`src/rtl/cluster_periph_demux_pkg.sv`:
```
// Cluster peripheral plug map shared by the periph demux and its FIFO entry type.
// Holds the plug count, the SPER_*_ID plug indices, the address field that selects a plug,
// and the in-order response FIFO entry layout.
package pulp_cluster_package;

  localparam int NB_SPERIPHS  = 11;
  localparam int PER_ID_WIDTH = 5;

  localparam int SPER_IDX_LSB = 10;
  localparam int SPER_IDX_MSB = 13;

  localparam logic [3:0] SPER_EOC_ID         = 4'd0;
  localparam logic [3:0] SPER_TIMER_ID       = 4'd1;
  localparam logic [3:0] SPER_EVENT_U_ID     = 4'd2;
  // Index 3 has no plug behind it; it decodes as unmapped.
  localparam logic [3:0] SPER_HOLE_ID        = 4'd3;
  localparam logic [3:0] SPER_HWPE_ID        = 4'd4;
  localparam logic [3:0] SPER_ICACHE_CTRL_ID = 4'd5;
  localparam logic [3:0] SPER_DMA_CL_ID      = 4'd6;
  localparam logic [3:0] SPER_DMA_FC_ID      = 4'd7;
  localparam logic [3:0] SPER_DECOMP_ID      = 4'd8;
  localparam logic [3:0] SPER_LOCKSTEP_ID    = 4'd9;
  localparam logic [3:0] SPER_EXT_ID         = 4'd10;

  // One outstanding transaction: internal-error token, its ID, and the plug it went to.
  typedef struct packed {
    logic                    err;
    logic [PER_ID_WIDTH-1:0] id;
    logic [3:0]              idx;
  } per_fifo_entry_t;

  function automatic logic sper_idx_mapped(input logic [3:0] idx);
    return (int'(idx) < NB_SPERIPHS) && (idx != SPER_HOLE_ID);
  endfunction

endpackage

```
`src/rtl/cluster_periph_demux_if.sv`:
```
// Cluster peripheral master port: request (req/gnt, address, data, BE, ID) and in-order response.
// master modport = the periph interconnect side; slave modport = the demux side.
// Ports: req, gnt, add, wen (1 = read), wdata, be, id, r_valid, r_rdata, r_opc (error), r_id.
interface cluster_periph_demux_if #(
  parameter int ADDR_WIDTH = 32,
  parameter int DATA_WIDTH = 32,
  parameter int ID_WIDTH   = 5
);
  logic                    req;
  logic                    gnt;
  logic [ADDR_WIDTH-1:0]   add;
  logic                    wen;
  logic [DATA_WIDTH-1:0]   wdata;
  logic [DATA_WIDTH/8-1:0] be;
  logic [ID_WIDTH-1:0]     id;
  logic                    r_valid;
  logic [DATA_WIDTH-1:0]   r_rdata;
  logic                    r_opc;
  logic [ID_WIDTH-1:0]     r_id;

  modport master (
    output req, add, wen, wdata, be, id,
    input  gnt, r_valid, r_rdata, r_opc, r_id
  );

  modport slave (
    input  req, add, wen, wdata, be, id,
    output gnt, r_valid, r_rdata, r_opc, r_id
  );
endinterface

```
`src/rtl/cluster_periph_resp_fifo.sv`:
```
// In-order FIFO of outstanding periph targets; head is visible combinationally.
// Ports: clk_i, rst_ni (async, active-low), push_i/data_i, pop_i, head_o, full_o, empty_o.
// Pointers carry one extra wrap bit so full and empty are distinguishable without a counter.
module cluster_periph_resp_fifo #(
  parameter int DEPTH = 4,
  parameter int WIDTH = 10
) (
  input  logic             clk_i,
  input  logic             rst_ni,
  input  logic             push_i,
  input  logic [WIDTH-1:0] data_i,
  input  logic             pop_i,
  output logic [WIDTH-1:0] head_o,
  output logic             full_o,
  output logic             empty_o
);
  localparam int AW = $clog2(DEPTH);

  logic [AW:0]      wr_ptr;
  logic [AW:0]      rd_ptr;
  logic [WIDTH-1:0] mem [DEPTH];

  always_ff @(posedge clk_i or negedge rst_ni) begin
    if (!rst_ni) begin
      wr_ptr <= '0;
      rd_ptr <= '0;
    end else begin
      if (push_i) wr_ptr <= wr_ptr + {{AW{1'b0}}, 1'b1};
      if (pop_i)  rd_ptr <= rd_ptr + {{AW{1'b0}}, 1'b1};
    end
  end

  // Storage needs no reset: an entry is only read once the pointers say it was written.
  always_ff @(posedge clk_i) begin
    if (push_i) mem[wr_ptr[AW-1:0]] <= data_i;
  end

  assign head_o  = mem[rd_ptr[AW-1:0]];
  assign empty_o = (wr_ptr == rd_ptr);
  assign full_o  = (wr_ptr[AW] != rd_ptr[AW]) && (wr_ptr[AW-1:0] == rd_ptr[AW-1:0]);

endmodule

```
`src/rtl/cluster_periph_demux.sv`:
```
// Routes the cluster periph master port to NB_SPERIPHS plugs by add[13:10]; responses return in order.
// Ports: clk_i, rst_ni (async, active-low), mst (slave modport of the master port), per_* plug-side
// request/grant, broadcast request fields and per-plug responses. Request and response paths add 0 cycles.
// Optional: CLUSTER_PERIPH_DEMUX_ERR_RESP_EN answers unmapped addresses internally with an error response.
module cluster_periph_demux
  import pulp_cluster_package::*;
#(
  parameter int NB_SPERIPHS  = pulp_cluster_package::NB_SPERIPHS,
  parameter int ADDR_WIDTH   = 32,
  parameter int DATA_WIDTH   = 32,
  parameter int ID_WIDTH     = PER_ID_WIDTH,
  parameter int MAX_OUTSTAND = 4
) (
  input  logic                    clk_i,
  input  logic                    rst_ni,
  cluster_periph_demux_if.slave   mst,

  output logic [NB_SPERIPHS-1:0]  per_req_o,
  input  logic [NB_SPERIPHS-1:0]  per_gnt_i,
  output logic [ADDR_WIDTH-1:0]   per_add_o,
  output logic                    per_wen_o,
  output logic [DATA_WIDTH-1:0]   per_wdata_o,
  output logic [DATA_WIDTH/8-1:0] per_be_o,
  output logic [ID_WIDTH-1:0]     per_id_o,

  input  logic [NB_SPERIPHS-1:0]  per_r_valid_i,
  input  logic [DATA_WIDTH-1:0]   per_r_rdata_i [NB_SPERIPHS],
  input  logic [NB_SPERIPHS-1:0]  per_r_opc_i,
  input  logic [ID_WIDTH-1:0]     per_r_id_i    [NB_SPERIPHS]
);

  localparam int EW = $bits(per_fifo_entry_t);

  logic [3:0]            idx;
  logic                  mapped;
  logic [3:0]            tgt;
  logic                  err_req;
  logic                  fifo_full;
  logic                  fifo_empty;
  logic                  push;
  logic                  pop;
  per_fifo_entry_t       push_entry;
  per_fifo_entry_t       head;
  logic                  plug_vld;
  logic                  err_vld;
  logic [NB_SPERIPHS-1:0] head_mask;

  // ---------------- decode ----------------
  assign idx    = mst.add[SPER_IDX_MSB:SPER_IDX_LSB];
  assign mapped = sper_idx_mapped(idx);
  // Unmapped addresses fall through to the external plug; with the error responder
  // they never reach a plug, so the EXT index stored with them is just a safe filler.
  assign tgt    = mapped ? idx : SPER_EXT_ID;

`ifdef CLUSTER_PERIPH_DEMUX_ERR_RESP_EN
  localparam logic [DATA_WIDTH-1:0] ERR_RDATA = DATA_WIDTH'(32'hBADACCE5);
  assign err_req = ~mapped;
`else
  assign err_req = 1'b0;
`endif

  // ---------------- request path ----------------
  assign per_add_o   = mst.add;
  assign per_wen_o   = mst.wen;
  assign per_wdata_o = mst.wdata;
  assign per_be_o    = mst.be;
  assign per_id_o    = mst.id;

  // A full FIFO blocks new requests outright, even if the head pops this cycle.
  // rst_ni gates the handshake so every master/plug-facing control output drops with reset.
  always_comb begin
    per_req_o = '0;
    if (rst_ni && mst.req && !fifo_full && !err_req) per_req_o[tgt] = 1'b1;
  end

  assign mst.gnt = rst_ni & ~fifo_full & (err_req | per_gnt_i[tgt]);
  assign push    = mst.req & mst.gnt;

  assign push_entry.err = err_req;
  assign push_entry.id  = mst.id;
  assign push_entry.idx = tgt;

  cluster_periph_resp_fifo #(
    .DEPTH (MAX_OUTSTAND),
    .WIDTH (EW)
  ) i_resp_fifo (
    .clk_i   (clk_i),
    .rst_ni  (rst_ni),
    .push_i  (push),
    .data_i  (push_entry),
    .pop_i   (pop),
    .head_o  (head),
    .full_o  (fifo_full),
    .empty_o (fifo_empty)
  );

  // ---------------- response path ----------------
  // Only the plug at the FIFO head may answer; anything else is dropped here.
  assign plug_vld = ~fifo_empty & ~head.err & per_r_valid_i[head.idx];

`ifdef CLUSTER_PERIPH_DEMUX_ERR_RESP_EN
  // An error token answers as soon as it is visible at head, i.e. at the earliest
  // the cycle after its handshake.
  assign err_vld = ~fifo_empty & head.err;
`else
  assign err_vld = 1'b0;
  logic unused_head;
  assign unused_head = ^{head.err, head.id};
`endif

  assign pop         = plug_vld | err_vld;
  assign mst.r_valid = pop;

  always_comb begin
    mst.r_rdata = '0;
    mst.r_opc   = 1'b0;
    mst.r_id    = '0;
    if (plug_vld) begin
      mst.r_rdata = per_r_rdata_i[head.idx];
      mst.r_opc   = per_r_opc_i[head.idx];
      mst.r_id    = per_r_id_i[head.idx];
    end
`ifdef CLUSTER_PERIPH_DEMUX_ERR_RESP_EN
    else if (err_vld) begin
      mst.r_rdata = ERR_RDATA;
      mst.r_opc   = 1'b1;
      mst.r_id    = head.id;
    end
`endif
  end

  // ---------------- protocol check ----------------
  always_comb begin
    head_mask = '0;
    if (!fifo_empty && !head.err) head_mask[head.idx] = 1'b1;
  end

  a_rvalid_from_head : assert property (
    @(posedge clk_i) disable iff (!rst_ni) (per_r_valid_i & ~head_mask) == '0
  ) else $error("cluster_periph_demux: r_valid from a plug that is not at head (%b)", per_r_valid_i);

endmodule

```
`src/flat_wrapper.sv`:
```
// flat-port wrapper written by rule: the top's interface ports become plain ports
module cluster_periph_demux_flat import pulp_cluster_package::*;
#(
  parameter int NB_SPERIPHS  = pulp_cluster_package::NB_SPERIPHS,
  parameter int ADDR_WIDTH   = 32,
  parameter int DATA_WIDTH   = 32,
  parameter int ID_WIDTH     = PER_ID_WIDTH,
  parameter int MAX_OUTSTAND = 4
)
  (clk_i, rst_ni, per_req_o, per_gnt_i, per_add_o, per_wen_o, per_wdata_o, per_be_o, per_id_o, per_r_valid_i, per_r_rdata_i, per_r_opc_i, per_r_id_i, mst_req, mst_add, mst_wen, mst_wdata, mst_be, mst_id, mst_gnt, mst_r_valid, mst_r_rdata, mst_r_opc, mst_r_id);
  cluster_periph_demux_if #(.ADDR_WIDTH(ADDR_WIDTH), .DATA_WIDTH(DATA_WIDTH), .ID_WIDTH(ID_WIDTH)) mst_i ();
  input  logic clk_i;
  input  logic rst_ni;
  output logic [NB_SPERIPHS-1:0] per_req_o;
  input  logic [NB_SPERIPHS-1:0] per_gnt_i;
  output logic [ADDR_WIDTH-1:0] per_add_o;
  output logic per_wen_o;
  output logic [DATA_WIDTH-1:0] per_wdata_o;
  output logic [DATA_WIDTH/8-1:0] per_be_o;
  output logic [ID_WIDTH-1:0] per_id_o;
  input  logic [NB_SPERIPHS-1:0] per_r_valid_i;
  input  logic [DATA_WIDTH-1:0] per_r_rdata_i[NB_SPERIPHS];
  input  logic [NB_SPERIPHS-1:0] per_r_opc_i;
  input  logic [ID_WIDTH-1:0] per_r_id_i[NB_SPERIPHS];
  input wire logic [$bits(mst_i.req)-1:0] mst_req;
  input wire logic [$bits(mst_i.add)-1:0] mst_add;
  input wire logic [$bits(mst_i.wen)-1:0] mst_wen;
  input wire logic [$bits(mst_i.wdata)-1:0] mst_wdata;
  input wire logic [$bits(mst_i.be)-1:0] mst_be;
  input wire logic [$bits(mst_i.id)-1:0] mst_id;
  output wire logic [$bits(mst_i.gnt)-1:0] mst_gnt;
  output wire logic [$bits(mst_i.r_valid)-1:0] mst_r_valid;
  output wire logic [$bits(mst_i.r_rdata)-1:0] mst_r_rdata;
  output wire logic [$bits(mst_i.r_opc)-1:0] mst_r_opc;
  output wire logic [$bits(mst_i.r_id)-1:0] mst_r_id;
  assign mst_i.req = mst_req;
  assign mst_i.add = mst_add;
  assign mst_i.wen = mst_wen;
  assign mst_i.wdata = mst_wdata;
  assign mst_i.be = mst_be;
  assign mst_i.id = mst_id;
  assign mst_gnt = mst_i.gnt;
  assign mst_r_valid = mst_i.r_valid;
  assign mst_r_rdata = mst_i.r_rdata;
  assign mst_r_opc = mst_i.r_opc;
  assign mst_r_id = mst_i.r_id;
  cluster_periph_demux #(.NB_SPERIPHS(NB_SPERIPHS), .ADDR_WIDTH(ADDR_WIDTH), .DATA_WIDTH(DATA_WIDTH), .ID_WIDTH(ID_WIDTH), .MAX_OUTSTAND(MAX_OUTSTAND)) u_core (.clk_i(clk_i), .rst_ni(rst_ni), .mst(mst_i), .per_req_o(per_req_o), .per_gnt_i(per_gnt_i), .per_add_o(per_add_o), .per_wen_o(per_wen_o), .per_wdata_o(per_wdata_o), .per_be_o(per_be_o), .per_id_o(per_id_o), .per_r_valid_i(per_r_valid_i), .per_r_rdata_i(per_r_rdata_i), .per_r_opc_i(per_r_opc_i), .per_r_id_i(per_r_id_i));
endmodule
```
`config.mk`:
```
export PLATFORM = sky130hd
export DESIGN_NAME = cluster_periph_demux_flat
export DESIGN_NICKNAME = d
export VERILOG_FILES = /design/src/rtl/cluster_periph_demux_pkg.sv /design/src/rtl/cluster_periph_demux_if.sv /design/src/rtl/cluster_periph_resp_fifo.sv /design/src/rtl/cluster_periph_demux.sv /design/src/flat_wrapper.sv
export SDC_FILE = /design/constraint.sdc
export NUM_CORES = 1
export LEC_CHECK = 0
export CAP_MARGIN = 20
export CORE_AREA = 2 2 247 249
export CTS_BUF_LIST = sky130_fd_sc_hd__clkbuf_16
export CTS_CLUSTER_SIZE = 16
export DETAILED_ROUTE_END_ITERATION = 8
export DIE_AREA = 0 0 249 251
export GPL_TIMING_DRIVEN = 0
export PLACE_DENSITY = 0.37
export SYNTH_ARGS = -nofsm -noshare
export SYNTH_HDL_FRONTEND = slang
export SYNTH_SLANG_ARGS = --single-unit
```
`constraint.sdc`:
```
create_clock -name clk_i -period 5.5 [get_ports clk_i]
set_clock_uncertainty 0.05 [all_clocks]
set_input_delay 1.65 -clock clk_i [delete_from_list [all_inputs] [get_ports clk_i]]
set_output_delay 1.65 -clock clk_i [all_outputs]
set_load 0.05 [all_outputs]
```
==> results.json <==
{
  "cp-start-kind": "input pin",
  "outcome": "finished, final reports clean",
  "period_share": 0.997,
  "synth.area.top_cells": "mux4_2 (32%), buf_4 (10%), mux2i_1 (8.7%), edfxtp_1 (8.6%), nand2_1 (8.2%)",
  "layout_min_cycle_time_ns": 5.48,
  "cap_viol_max_count": 0,
  "utilization": 0.207,
  "max_freq_mhz": 182,
  "hold_viol": 0,
  "min_path_cells": 1,
  "ys_types": 41,
  "powerDensity_nw_per_um2": 457,
  "wl_um": 47100,
  "grt_pass1_wl_um": 64000,
  "gr-usage-all-layers": 0.145,
  "path_delay_family": "buffers and inverters",
  "drc": 0,
  "postSynthCellCount": 626,
  "firstDrtPassIters": 4,
  "grt_max_degree": 13,
  "drv_slew": 0,
  "reg2reg_depth": 8,
  "wl_per_cell_um": 23.7,
  "path_clk_slew_ns": 0.06,
  "worstSkewPairLatency_ns": 0.26,
  "worstPathArrival_ns": 3.78,
  "cts_max_path_buffers": 2,
  "coreArea_um2": 59800,
  "tritoncts": "yes",
  "min-delay-path-class": "reg2reg",
  "ant_nets": 0,
  "layout.area.seq_um2": 631,
  "async_flop_share": 0.273,
  "nets": 1723,
  "slew_headroom": 0.445,
  "syn-num-nets": 1148,
  "max_slew.worst_pin.slew_ns": 0.832,
  "worst-path-stages": 7,
  "vdd_ir_drop_max_mv": 0.157,
  "via_per_inst": 3.72,
  "dpl_cell_area_um2": 12300,
  "htreeDepth": 1,
  "cp_max_fo": 10,
  "pre_cts_ws_ns": -0.960,
  "vias": 7379,
  "multiInputGateArea_um2": 4070,
  "die_h_um": 251,
  "ys_seq_area_frac": 0.112,
  "area_growth_syn_to_layout_pct": 120,
  "drt-met1-wl_um": 18500,
  "crit_path_end_kind": "output port",
  "layout_setup_ws_ns": 0.0152,
  "setup.worst_path.class": "in2out",
  "leakagePower_uw": 0.00482,
  "rsz0062_at_grt": "yes",
  "die_x_um": 249,
  "antenna_found_initial": 14,
  "numCtsBuffers": 3,
  "placedCellCount": 1978,
  "finalSetupViolCount": 0,
  "cpMostUsedCell": "nand2_1",
  "syn_area_per_cell_um2": 8.97,
  "drtIter0Drc": 256,
  "top_layer_used": "met5",
  "synth_largest_type_area_fraction": 0.317,
  "clock_sinks": 22,
  "hold_ws_ns": 0.441,
  "dieArea_um2": 62500,
  "root_buffer": "clkbuf_16",
  "synthesis.area_um2": 5610,
  "pin_count": 642,
  "fin_area_um2": 12400,
  "fin_cells": 1986,
  "ys_seq_elements": 22,
  "yosysTopAreaCell": "mux4_2",
  "cp.required_ns": 3.80,
  "port_buffers": 569,
  "gp_congestion": 0.821,
  "ys_warn_count": 0,
  "globalRoute.totalOverflow": 0,
  "initial_utilization": 0.0939,
  "rows": 90,
  "path_buf_inv": 3,
  "synthFlopType": "edfxtp_1",
  "wl_met2_um": 24400,
  "dpl.hpwl_um": 40900,
  "drive_gt1_frac": 0.212,
  "synth-edff-count": 16,
  "n_fill_cell": 6638,
  "slowest_stage": "clkdlybuf4s50_1",
  "slowest_delay_ns": 0.63,
  "path_cells": "clkdlybuf4s50_1 > buf_2 > nand2_1 > o21bai_2 > nand2_1 > nor3_1 > clkdlybuf4s18_2",
  "wl_met3_um": 3550,
  "grt_pass1_vias": 8060
}
[layer usage]
layer | global-route usage | vias up
met3 | 0.0355 | 31
met2 | 0.270 | 376
met4 | 0.0204 | 14
met1 | 0.169 | 3560
met5 | 0 | -
li1 | - | 3398
[registers in the layout, summed over array words and instances (netlist names)]
signal                     flops
u_core.i_resp_fifo.wr_ptr      3
u_core.i_resp_fifo.mem        16
u_core.i_resp_fifo.rd_ptr      3
[stage by stage]
| stage | TNS [ns] | power, uW |
|---|---|---|
| after floorplan | 0 | 3580 |
| after global placement | -27.22 | 5750 |
| after detailed placement | -27.12 | 5750 |
| after CTS | 0 | 5870 |
| after global routing | -0.145 | 6080 |
| final | 0 | 5650 |
[cell usage in the layout (no fill, tap or decap), types with 2 or more instances in the layout]
master,instances
o21ai_0,2
o211ai_1,38
dlymetal6s2s_1,2
dlygate4sd2_1,4
ha_1,5
and2_1,4
buf_4,77
edfxtp_1,16
clkdlybuf4s50_1,519
clkbuf_4,3
inv_1,7
xor2_1,3
clkbuf_16,3
buf_2,32
buf_1,6
clkbuf_2,14
clkdlybuf4s18_2,2
dfrtp_1,6
nor2_1,45
nor3b_1,2
xnor2_1,4
a21oi_2,2
a21oi_1,41
buf_6,12
and3_1,38
nand2b_1,3
nor3_1,5
mux2i_1,49
mux4_2,79
a221oi_1,2
diode_2,4
nand2_1,123
clkbuf_1,11
clkdlybuf4s15_2,20
[cell type report]
cell class,count,area share
timing repair buffer,571,0.457
multi-input combinational,463,0.329
tap,782,0.0792
buffer,133,0.0738
sequential,22,0.0510
clock buffer,3,0.00607
inverter,7,0.00213
antenna,4,0.000810
clock inverter,1,0.000304
[repair_timing]
item,CTS,global route
hold buffers,0,0
setup endpoints to repair,48,27
gates resized for setup,160,29
setup buffers,1,0
pin swaps,1,1
hold endpoints to repair,0,0
[report_power, final]
| group | internal [uW] | switching (uW) | total [uW] | leakage [uW] |
|---|---|---|---|---|
| logic | 1990 | 3260 | 5260 | 0.00456 |
| clock network | 97.1 | 59.0 | 156 | 0.0000386 |
| registers | 211 | 22.7 | 233 | 0.000216 |
| total | 2300 | 3340 | 5650 | 0.00482 |
[logic make-up after synthesis]
group           count (synthesis)  synth area share
mux                           130             0.409
flops                          22             0.112
xor+xnor                        7            0.0109
fa+ha+maj                       5            0.0111
simple gates                  227             0.181
compound gates                 93             0.109
buf+inv                       141             0.166
other cells                     1          0.000668
[synth_stat cells (2+ instances only)]
cell	count
xnor2_1	4
nor3b_1	2
and3_1	38
dfrtp_1	6
mux2i_1	49
clkbuf_1	18
buf_6	12
buf_2	23
o211ai_1	38
a221oi_1	2
nand2_1	123
nand2b_1	3
and2_1	4
buf_1	6
o21ai_0	2
xor2_1	3
a21oi_1	43
nor2_1	45
nor3_1	5
inv_1	7
ha_1	5
o21bai_1	2
edfxtp_1	16
buf_4	75
mux4_2	79
[final timing paths]
path                                                               start                                       end  slack [ns]
worst min register to register  u_core.i_resp_fifo.rd_ptr[2]$_DFFE_PN0P_  u_core.i_resp_fifo.rd_ptr[2]$_DFFE_PN0P_        0.44
worst max-delay path                                         mst_add[10]                              per_req_o[9]        0.02
min in group asynchronous                                         rst_ni  u_core.i_resp_fifo.wr_ptr[1]$_DFFE_PN0P_        1.64
worst min-delay path            u_core.i_resp_fifo.rd_ptr[2]$_DFFE_PN0P_  u_core.i_resp_fifo.rd_ptr[2]$_DFFE_PN0P_        0.44
max in group asynchronous                                         rst_ni  u_core.i_resp_fifo.rd_ptr[1]$_DFFE_PN0P_        3.48
worst max register to register  u_core.i_resp_fifo.rd_ptr[0]$_DFFE_PN0P_  u_core.i_resp_fifo.rd_ptr[1]$_DFFE_PN0P_        2.85
Note: power is estimated with default switching activity, not from simulation.
